--- config.mk ---
export PLATFORM = sky130hd
export DESIGN_NAME = branch_resolve_unit
export DESIGN_NICKNAME = d
export VERILOG_FILES = /design/src/rtl/rv64g_pkg.sv /design/src/rtl/bru_pred_queue.sv /design/src/rtl/branch_resolve_unit.sv
export SDC_FILE = /design/constraint.sdc
export NUM_CORES = 1
export LEC_CHECK = 0
export ABC_AREA = 1
export CAP_MARGIN = 20
export CORE_MARGIN = 10
export CORE_UTILIZATION = 55
export DETAILED_ROUTE_END_ITERATION = 8
export PLACE_DENSITY_LB_ADDON = 0.05
export SLEW_MARGIN = 20
export SYNTH_ARGS = -nofsm -noshare
export SYNTH_HDL_FRONTEND = slang
export SYNTH_HIERARCHICAL = 1
export SYNTH_SLANG_ARGS = --single-unit
--- constraint.sdc ---
create_clock -name clk_i -period 24.3 [get_ports clk_i]
set_input_delay 2.43 -clock clk_i [delete_from_list [all_inputs] [get_ports clk_i]]
set_output_delay 2.43 -clock clk_i [all_outputs]
set_load 0.02 [all_outputs]
--- src/rtl/rv64g_pkg.sv ---
// ---------------------------------------------------------------------------
// rv64g_pkg -- shared constants and types for the RV64G front end.
//
// Contents:
//   XLEN         default address width (64)
//   BRU_DEPTH    default depth of the branch resolve unit prediction queue
//   BRU_CNT_MAX  saturation value of the mispredict statistics counter
//   bru_entry_t  one in-flight prediction: word-aligned pc and predicted next
// ---------------------------------------------------------------------------
package rv64g_pkg;

    localparam int XLEN      = 64;
    localparam int BRU_DEPTH = 8;

    localparam logic [31:0] BRU_CNT_MAX = 32'hFFFF_FFFF;

    // Only bits [XLEN-1:2] are kept: instructions are word aligned, so the
    // two low bits carry no information for prediction checking.
    typedef struct packed {
        logic [XLEN-1:2] pc;
        logic [XLEN-1:2] next;
    } bru_entry_t;

endpackage : rv64g_pkg

--- src/rtl/bru_pred_queue.sv ---
// ---------------------------------------------------------------------------
// bru_pred_queue -- circular FIFO of in-flight branch predictions.
//
// Parameters:
//   W      entry width in bits
//   DEPTH  number of entries, power of two, at least 2
//
// Ports:
//   clk        clock, all state updated on the rising edge
//   rst_n      synchronous active-low reset (clears pointers and count)
//   push       write push_data at the tail (ignored when full)
//   push_data  entry to append
//   pop        drop the head entry (ignored when empty)
//   flush      discard every entry; overrides push and pop in that cycle
//   occupancy  number of stored entries, 0..DEPTH
//   head       oldest entry (undefined content when occupancy is 0)
//
// Storage is not reset; validity is tracked by the pointers and the count.
// ---------------------------------------------------------------------------
module bru_pred_queue #(
    parameter int W     = 124,
    parameter int DEPTH = 8
) (
    input  logic                       clk,
    input  logic                       rst_n,
    input  logic                       push,
    input  logic [W-1:0]               push_data,
    input  logic                       pop,
    input  logic                       flush,
    output logic [$clog2(DEPTH+1)-1:0] occupancy,
    output logic [W-1:0]               head
);

    localparam int PW = $clog2(DEPTH);
    localparam int OW = $clog2(DEPTH+1);

    if ((DEPTH < 2) || ((DEPTH & (DEPTH - 1)) != 0)) begin : g_bad_depth
        $error("bru_pred_queue: DEPTH must be a power of two and at least 2");
    end

    logic [W-1:0]  mem [DEPTH];
    logic [PW-1:0] wr_ptr;
    logic [PW-1:0] rd_ptr;
    logic [OW-1:0] count;
    logic          push_ok;
    logic          pop_ok;

    assign push_ok = push && (count != OW'(DEPTH));
    assign pop_ok  = pop && (count != '0);

    // DEPTH is a power of two, so natural PW-bit overflow is the modulo wrap.
    always_ff @(posedge clk) begin
        if (!rst_n) begin
            wr_ptr <= '0;
            rd_ptr <= '0;
            count  <= '0;
        end else if (flush) begin
            wr_ptr <= '0;
            rd_ptr <= '0;
            count  <= '0;
        end else begin
            if (push_ok) begin
                wr_ptr <= wr_ptr + 1'b1;
            end
            if (pop_ok) begin
                rd_ptr <= rd_ptr + 1'b1;
            end
            case ({push_ok, pop_ok})
                2'b10:   count <= count + 1'b1;
                2'b01:   count <= count - 1'b1;
                default: count <= count;
            endcase
        end
    end

    always_ff @(posedge clk) begin
        if (push_ok && !flush) begin
            mem[wr_ptr] <= push_data;
        end
    end

    assign occupancy = count;
    assign head      = mem[rd_ptr];

endmodule : bru_pred_queue

--- src/rtl/branch_resolve_unit.sv ---
// ---------------------------------------------------------------------------
// branch_resolve_unit -- checks fetch-time next-address predictions against
// execute-time resolutions and requests a flush plus BTB update on mismatch.
//
// Configuration macro:
//   BRU_MISPREDICT_STATS_EN  when defined, mispredict_count_o is a saturating
//                            count of mispredicting pops; otherwise it is 0
//                            and no counter is built.
//
// Parameters:
//   XLEN   address width
//   DEPTH  in-flight prediction queue depth (power of two, >= 2)
//
// Ports:
//   clk_i               clock
//   arst_ni             synchronous active-low reset
//   pred_valid_i/pred_pc_i/pred_next_i/pred_ready_o   prediction from fetch
//   res_valid_i/res_pc_i/res_next_i/res_is_jump_i/res_ready_o
//                       resolution of the oldest instruction from execute
//   btb_upd_valid_o/btb_upd_curr_o/btb_upd_next_o/btb_upd_jump_o
//                       one-cycle BTB write request
//   pipeline_clear_o    one-cycle flush request
//   redirect_pc_o       correct fetch address while pipeline_clear_o is high
//   occupancy_o         queued entries
//   mispredict_count_o  mispredict statistics
//
// Handshakes: a transfer happens on a rising edge where valid and ready are
// both high. Ready never depends on valid in the same cycle; valid may be
// asserted or dropped freely while ready is low and no transfer occurs.
// ---------------------------------------------------------------------------
module branch_resolve_unit #(
    parameter int XLEN  = rv64g_pkg::XLEN,
    parameter int DEPTH = rv64g_pkg::BRU_DEPTH
) (
    input  logic                       clk_i,
    input  logic                       arst_ni,
    input  logic                       pred_valid_i,
    input  logic [XLEN-1:0]            pred_pc_i,
    input  logic [XLEN-1:0]            pred_next_i,
    output logic                       pred_ready_o,
    input  logic                       res_valid_i,
    input  logic [XLEN-1:0]            res_pc_i,
    input  logic [XLEN-1:0]            res_next_i,
    input  logic                       res_is_jump_i,
    output logic                       res_ready_o,
    output logic                       btb_upd_valid_o,
    output logic [XLEN-1:0]            btb_upd_curr_o,
    output logic [XLEN-1:0]            btb_upd_next_o,
    output logic                       btb_upd_jump_o,
    output logic                       pipeline_clear_o,
    output logic [XLEN-1:0]            redirect_pc_o,
    output logic [$clog2(DEPTH+1)-1:0] occupancy_o,
    output logic [31:0]                mispredict_count_o
);

    localparam int OW = $clog2(DEPTH+1);
    localparam int AW = XLEN - 2;

    // Same layout as rv64g_pkg::bru_entry_t, sized by this instance's XLEN.
    typedef struct packed {
        logic [XLEN-1:2] pc;
        logic [XLEN-1:2] next;
    } entry_t;

    entry_t        push_entry;
    entry_t        head_entry;
    logic [OW-1:0] occupancy;
    logic          push_fire;
    logic          pop_fire;
    logic          mispredict;

    logic            clear_q;
    logic            upd_valid_q;
    logic [AW-1:0]   upd_curr_q;
    logic [AW-1:0]   upd_next_q;
    logic            upd_jump_q;

    // Both readies come only from registered state. Blocking pushes while a
    // clear is on the wire keeps wrong-path predictions out of the queue.
    assign pred_ready_o = (occupancy < OW'(DEPTH)) && !clear_q;
    assign res_ready_o  = (occupancy != '0);

    assign push_fire = pred_valid_i && pred_ready_o;
    assign pop_fire  = res_valid_i && res_ready_o;

    assign push_entry.pc   = pred_pc_i[XLEN-1:2];
    assign push_entry.next = pred_next_i[XLEN-1:2];

    assign mispredict = pop_fire &&
                        ((head_entry.next != res_next_i[XLEN-1:2]) ||
                         (head_entry.pc   != res_pc_i[XLEN-1:2]));

    // A mispredict flushes the queue at the same edge, which also drops any
    // push presented in that cycle (flush has priority inside the queue).
    bru_pred_queue #(
        .W     ($bits(entry_t)),
        .DEPTH (DEPTH)
    ) u_queue (
        .clk       (clk_i),
        .rst_n     (arst_ni),
        .push      (push_fire),
        .push_data (push_entry),
        .pop       (pop_fire),
        .flush     (mispredict),
        .occupancy (occupancy),
        .head      (head_entry)
    );

    // Clear and update strobes last exactly one cycle; the address fields
    // hold their last value, which is only meaningful alongside the strobes.
    always_ff @(posedge clk_i) begin
        if (!arst_ni) begin
            clear_q     <= 1'b0;
            upd_valid_q <= 1'b0;
            upd_curr_q  <= '0;
            upd_next_q  <= '0;
            upd_jump_q  <= 1'b0;
        end else begin
            clear_q     <= mispredict;
            upd_valid_q <= mispredict;
            if (mispredict) begin
                upd_curr_q <= res_pc_i[XLEN-1:2];
                upd_next_q <= res_next_i[XLEN-1:2];
                upd_jump_q <= res_is_jump_i;
            end
        end
    end

    assign pipeline_clear_o = clear_q;
    assign redirect_pc_o    = {upd_next_q, 2'b00};
    assign btb_upd_valid_o  = upd_valid_q;
    assign btb_upd_curr_o   = {upd_curr_q, 2'b00};
    assign btb_upd_next_o   = {upd_next_q, 2'b00};
    assign btb_upd_jump_o   = upd_jump_q;
    assign occupancy_o      = occupancy;

`ifdef BRU_MISPREDICT_STATS_EN
    logic [31:0] mp_count_q;

    always_ff @(posedge clk_i) begin
        if (!arst_ni) begin
            mp_count_q <= '0;
        end else if (mispredict && (mp_count_q != rv64g_pkg::BRU_CNT_MAX)) begin
            mp_count_q <= mp_count_q + 32'd1;
        end
    end

    assign mispredict_count_o = mp_count_q;
`else
    assign mispredict_count_o = 32'd0;
`endif

    // Byte-offset bits of every address input are architecturally zero and
    // deliberately ignored.
    logic unused_addr_bits;
    assign unused_addr_bits = ^{pred_pc_i[1:0], pred_next_i[1:0],
                                res_pc_i[1:0], res_next_i[1:0]};

endmodule : branch_resolve_unit

# Yosys cells after proc, flatten, opt, wreduce, memory -nomap -nowiden
# Memory sizes are Yosys's and may differ from the RTL's. A register that Yosys moved wholly into a read port is not among the register bits.
# Cells that the tools add are included.
# word_totals
reg_bits,136
ramBits,992
out_inout_bits,233
elab_cells,37
memories,1
# op_classes
n_addsub,4
order_cmp,1
eq_ne,5
n_mux,5
bitwise,1
reduce_logical,13
# memory_table
memory,words,width,read_ports,rd_ports_with_merged_regs,wr,line_no,text
u_queue.mem,8,124,1,1,1,bru_pred_queue.sv:41,logic [W-1:0] mem [DEPTH];
# op_table
op,n
62-bit inequality test,2
4-bit case mux with 2 select lines,1
1-bit logical AND,7
3-bit by 1-bit adder with 3-bit output (second input constant),2
3-bit two-way mux,2
4-bit by 1-bit adder with 4-bit output (second input constant),1
4-bit < comparator (second input constant),1
4-bit inequality test (second input constant),1
4-bit nonzero test,1
4-bit by 1-bit subtractor with 4-bit output (second input constant),1
2-bit by 1-bit == test with 1-bit output (second input constant),1
2-bit == test (second input constant),1
1-bit zero test,2
1-bit two-way mux,2
2-bit nonzero test,1
2-bit OR reduction,1
1-bit logical OR,1
1-bit NOT,1

# Logic depth before layout (Yosys ltp)
# logic_depth
depth_word,7
mapped_depth,29

# Hierarchy
# Netlist, hierarchy kept.
# by_module_without_submodules
module,n_inst,cells_each,area_per_inst_um2
bru_pred_queue,1,2878,39226.4
branch_resolve_unit,1,1236,8195.4

# Least setup slack after synthesis
# OpenSTA, ideal clock, no wires.
# synth_timing
path_type,input to register
from,input res_pc_i[32]
to,"memory u_queue.mem[0][0], enable pin"
t_arrival_ps,12084
t_required_ps,23540
slack_ps,11456
stages,17
n_path_buf,2
path_cell_list,inv_1 nand2_1 nand2_1 nand2_1 nor2_1 nand2_1 nor2_1 nand2_1 nor2_1 nand2_2 buf_2 buf_2 nand2_1 inv_1 inv_1 nand2_1 nor3_1
# synth_via
elab_chain_len,7
# synth_rtl
item,line_no,text
"start, declared",branch_resolve_unit.sv:42,"input logic [XLEN-1:0] res_pc_i,"
62-bit inequality test,branch_resolve_unit.sv:91,(head_entry.pc != res_pc_i[XLEN-1:2]));
1-bit logical OR,branch_resolve_unit.sv:90,((head_entry.next != res_next_i[XLEN-1:2]) ||
1-bit logical AND,branch_resolve_unit.sv:89,assign mispredict = pop_fire &&
net mispredict,branch_resolve_unit.sv:70,logic mispredict;
1-bit zero test,bru_pred_queue.sv:77,if (push_ok && !flush) begin
1-bit logical AND,bru_pred_queue.sv:77,
1-bit two-way mux,bru_pred_queue.sv:77,
1-bit two-way mux (implied by the code),bru_pred_queue.sv:78,mem[wr_ptr] <= push_data;
"end, declared",bru_pred_queue.sv:41,
# The timed path passes the listed nets, and every way through them passes these cells.

==> insert_results.sql <==
INSERT INTO impl_metrics (metric_group, metric, value, unit) VALUES
('layout', 'fin_nets', '4674', ''),
('route', 'drt-wirelength-per-cell', '21.3', 'um'),
('clock_network', 'clock_sink_count', '1131', ''),
('critical_path', 'timing.critical_path.cells', 'buf_4 > buf_4 > buf_4 > buf_4 > nor2_1 > nor2_1 > o21ai_0 > o21ai_1 > nand2_1 > nand2_1 > xnor2_1 > nand2_1 > nor2_1 > nand2_1 > nor2_1 > nand2_1 > nor2_1 > nand2_8 > nand2_1 > inv_1 > inv_1 > nand3_1 > nor2_4 > buf_4', ''),
('clock_network', 'clk_transition_reported_paths', '0.06', 'ns'),
('clock_network', 'post-cts-setup-buffer-count', '0', ''),
('clock_network', 'cts_htree_levels', '3', ''),
('critical_path', 'start_kind', 'register', ''),
('floorplan', 'die_height', '314', 'um'),
('run_status', 'status', 'completed', ''),
('placed_design', 'place.detailed.hpwl', '68200', 'um'),
('critical_path', 'cpMostUsedCell', 'sky130_fd_sc_hd__nand2_1', ''),
('timing', 'final_min_period_over_clock_period', '0.373', ''),
('clock_network', 'worstSkewPairLatency', '0.67', 'ns'),
('yosys', 'postSynthCellCount', '4114', ''),
('critical_path', 'cp_num_buf_inv', '7', ''),
('clock_network', 'cts-root-to-sink-buffers', '3', ''),
('floorplan', 'core.rowCount', '107', ''),
('critical_path', 'crit_type', 'register to register', ''),
('grt', 'grt_first_pass_wirelength', '179000', 'um'),
('timing', 'timing.slew.headroom', '0.247', ''),
('timing', 'finalSetupViolations', '0', ''),
('power', 'ir_drop', '0.0723', 'mV'),
('grt', 'grt_start_max_net_pins', '211', ''),
('placed_design', 'buffers_added_on_ports', '447', ''),
('yosys', 'ys_warn_count', '6', ''),
('placed_design', 'finalWeightedCongestion', '0.762', ''),
('yosys', 'ys_async_sr_fraction', '0', ''),
('critical_path', 'cp_slowest_stage_delay', '0.90', 'ns'),
('power', 'power_density_cells', '107', 'nW/um^2'),
('route', 'detail_route.vias_per_cell', '5.46', ''),
('critical_path', 'crit_path_top_delay_cell', 'sky130_fd_sc_hd__buf_4', ''),
('clock_network', 'ctsResizeCount', '0', ''),
('route', 'dr_total_vias', '30900', ''),
('yosys', 'synth.yosys.seq_area_share', '0.687', ''),
('clock_network', 'cts_buffers', '116', ''),
('yosys', 'avgSynthCellArea', '11.5', 'sq um'),
('layout', 'layout.cell_area.non_filler', '55600', 'sq um'),
('yosys', 'synth_edf_count', '992', ''),
('placed_design', 'placedInstanceArea', '51700', 'sq um'),
('route', 'drt-initial-drc-count', '2855', ''),
('yosys', 'synth.distinct_cells', '30', ''),
('route', 'first_pass_iters', '6', ''),
('timing', 'timing_max_transition_violations_final', '0', ''),
('flow_run', 'max_cap_violations', '0', ''),
('timing', 'timing.setup.tns', '0', 'ns'),
('clock_network', 'post_cts_hold_buffer_count', '0', ''),
('hold_path', 'hold_path.class', 'register to register', ''),
('clock_network', 'root_buffer', 'sky130_fd_sc_hd__clkbuf_16', ''),
('floorplan', 'placeableCoreArea', '85400', 'sq um'),
('timing', 'tightestPinTransition', '1.13', 'ns'),
('grt', 'antenna_found_initial', '20', ''),
('yosys', 'synthFlopType', 'sky130_fd_sc_hd__edfxtp_1', ''),
('floorplan', 'floorplan.initialDensity', '0.555', ''),
('floorplan', 'design.die.area', '98400', 'sq um'),
('route', 'drc_errors', '0', ''),
('critical_path', 'largest_delay_contributor_family_on_the_critical_path', 'buffers and inverters', ''),
('floorplan', 'top_level_ports', '494', ''),
('critical_path', 'timing.critical_path.to_type', 'register', ''),
('power', 'power_leakage', '0.0196', 'uW'),
('clock_network', 'clock_tree_from_tritoncts', 'done', ''),
('critical_path', 'data_arrival_time_of_the_critical_path', '9.33', 'ns'),
('critical_path', 'critical_path_required', '24.57', 'ns'),
('floorplan', 'chipWidth', '314', 'um'),
('yosys', 'synth.ff_latch_count', '1131', ''),
('layout', 'layout-area-overhead-vs-synth', '17.3', '%'),
('timing', 'finalClockSkew', '0.0252', 'ns'),
('grt', 'grt_overflow_total', '0', ''),
('timing', 'min_period', '9.06', 'ns'),
('grt', 'grt_usage', '0.235', ''),
('layout', 'drive_above_1_share', '0.0564', ''),
('route', 'wl', '120000', 'um'),
('grt', 'first_global_vias', '29100', ''),
('critical_path', 'critical_path.max_fanout', '100', ''),
('timing', 'timing_hold_violations_final', '0', ''),
('yosys', 'synthesis.area', '47400', 'sq um'),
('timing', 'achievable-frequency', '110', 'MHz'),
('timing', 'rsz0062_at_grt', 'no', ''),
('route', 'remaining_number_of_nets_flagged_by_the_antenna_check_after_routing', '0', '');
-- tightest hold or removal path: cells and delay by family (launching register included) --
kind,cells,cell delay (ns)
compound gates,1,0.04
flops,1,0.32
simple gates,1,0.08
-- synthesized netlist by cell type, drive strengths merged (5+ instances only) --
library cell / count / area (sq um)
dfxtp: 139 / 2780
o22ai: 124 / 776
ha: 5 / 62.6
inv: 164 / 616
clkbuf: 116 / 435
a21oi: 134 / 671
o21ai: 505 / 2530
nand3: 129 / 796
xnor2: 104 / 911
edfxtp: 992 / 29800
mux2i: 124 / 1240
nand2: 657 / 2470
nor2: 677 / 2540
buf: 232 / 1720
-- final timing paths --
check | start | to | slack [ns] | cells past startpoint
setup / recovery | register | u_queue/mem[3][106] | 15.24 | 24
hold / removal | upd_curr_q[3] | upd_curr_q[3] | 0.48 | 2
setup reg to reg | register | u_queue/mem[3][106] | 15.24 | 24
hold reg to reg | upd_curr_q[3] | upd_curr_q[3] | 0.48 | 2
-- cell usage in the layout (no fill, tap or decap), types with 124 or more instances in the layout --
cell type / synthesis / routed
sky130_fd_sc_hd__mux2i_1: 124 / 124
sky130_fd_sc_hd__nor2_1: 677 / 673
sky130_fd_sc_hd__o22ai_1: 124 / 124
sky130_fd_sc_hd__edfxtp_1: 992 / 992
sky130_fd_sc_hd__dfxtp_1: 139 / 136
sky130_fd_sc_hd__inv_1: 162 / 162
sky130_fd_sc_hd__o21ai_1: 186 / 186
sky130_fd_sc_hd__a21oi_1: 134 / 134
sky130_fd_sc_hd__clkdlybuf4s50_1: 0 / 446
sky130_fd_sc_hd__nand2_1: 656 / 656
sky130_fd_sc_hd__o21ai_0: 319 / 319
-- registers in the layout, summed over array words and instances (netlist names), named ones only --
name,flops
upd_next_q,62
btb_upd_jump_o,1
u_queue/occupancy,4
u_queue/wr_ptr,3
upd_curr_q,62
btb_upd_valid_o,1
u_queue/rd_ptr,3
u_queue/mem,992
-- kinds of logic (layout without fill, tap and decap cells) --
logic type | count (synthesis) | in the layout | synth area share
compound gates | 763 | 763 | 0.0838
xor+xnor | 106 | 106 | 0.0196
fa+ha+maj | 5 | 5 | 0.00132
buf+inv | 512 | 868 | 0.0585
flops | 1131 | 1131 | 0.687
mux | 124 | 124 | 0.0262
other cells | 1 | 48 | 0.0000791
simple gates | 1472 | 1472 | 0.124
-- per-layer routing --
layer | GRT usage | vias up | share of wire
met4 | 0.0613 | 24 | 0.018
met5 | 0 | - | 0.0013
li1 | - | 14700 | -
met1 | 0.320 | 15000 | 0.43
met2 | 0.379 | 979 | 0.48
met3 | 0.0530 | 154 | 0.077
-- metrics by stage --
stage / hold slack (ns) / util / cells / worst slack [ns] / power (uW)
2_1_floorplan: 0.436 / - / 4151 / 11.46 / 3720
3_3_place_gp: 0.461 / 0.606 / 5434 / 15.32 / 4180
3_5_place_dp: 0.465 / 0.606 / 5434 / 15.27 / 4200
4_1_cts: 0.480 / 0.651 / 5651 / 15.21 / 5980
5_1_grt: 0.497 / 0.651 / 5659 / 14.60 / 6250
6_report: 0.481 / 0.651 / 5661 / 15.24 / 5930
-- area by class of cell --
cell class / instances / area [sq um]
multi-input combinational: 2508 / 12300
antenna: 10 / 25.0
timing repair buffer: 487 / 4820
tap: 1144 / 1430
clock buffer: 153 / 3170
fill: 6685 / 29800
sequential: 1131 / 32600
inverter: 164 / 626
clock inverter: 64 / 684
-- power by group --
part / total [uW] / internal [uW] / switching [uW]
combinational: 1700 / 653 / 1050
clock: 1780 / 1060 / 716
sequential: 2450 / 2350 / 102
total: 5930 / 4060 / 1870
No activity file was read; power rests on OpenSTA's default activity.
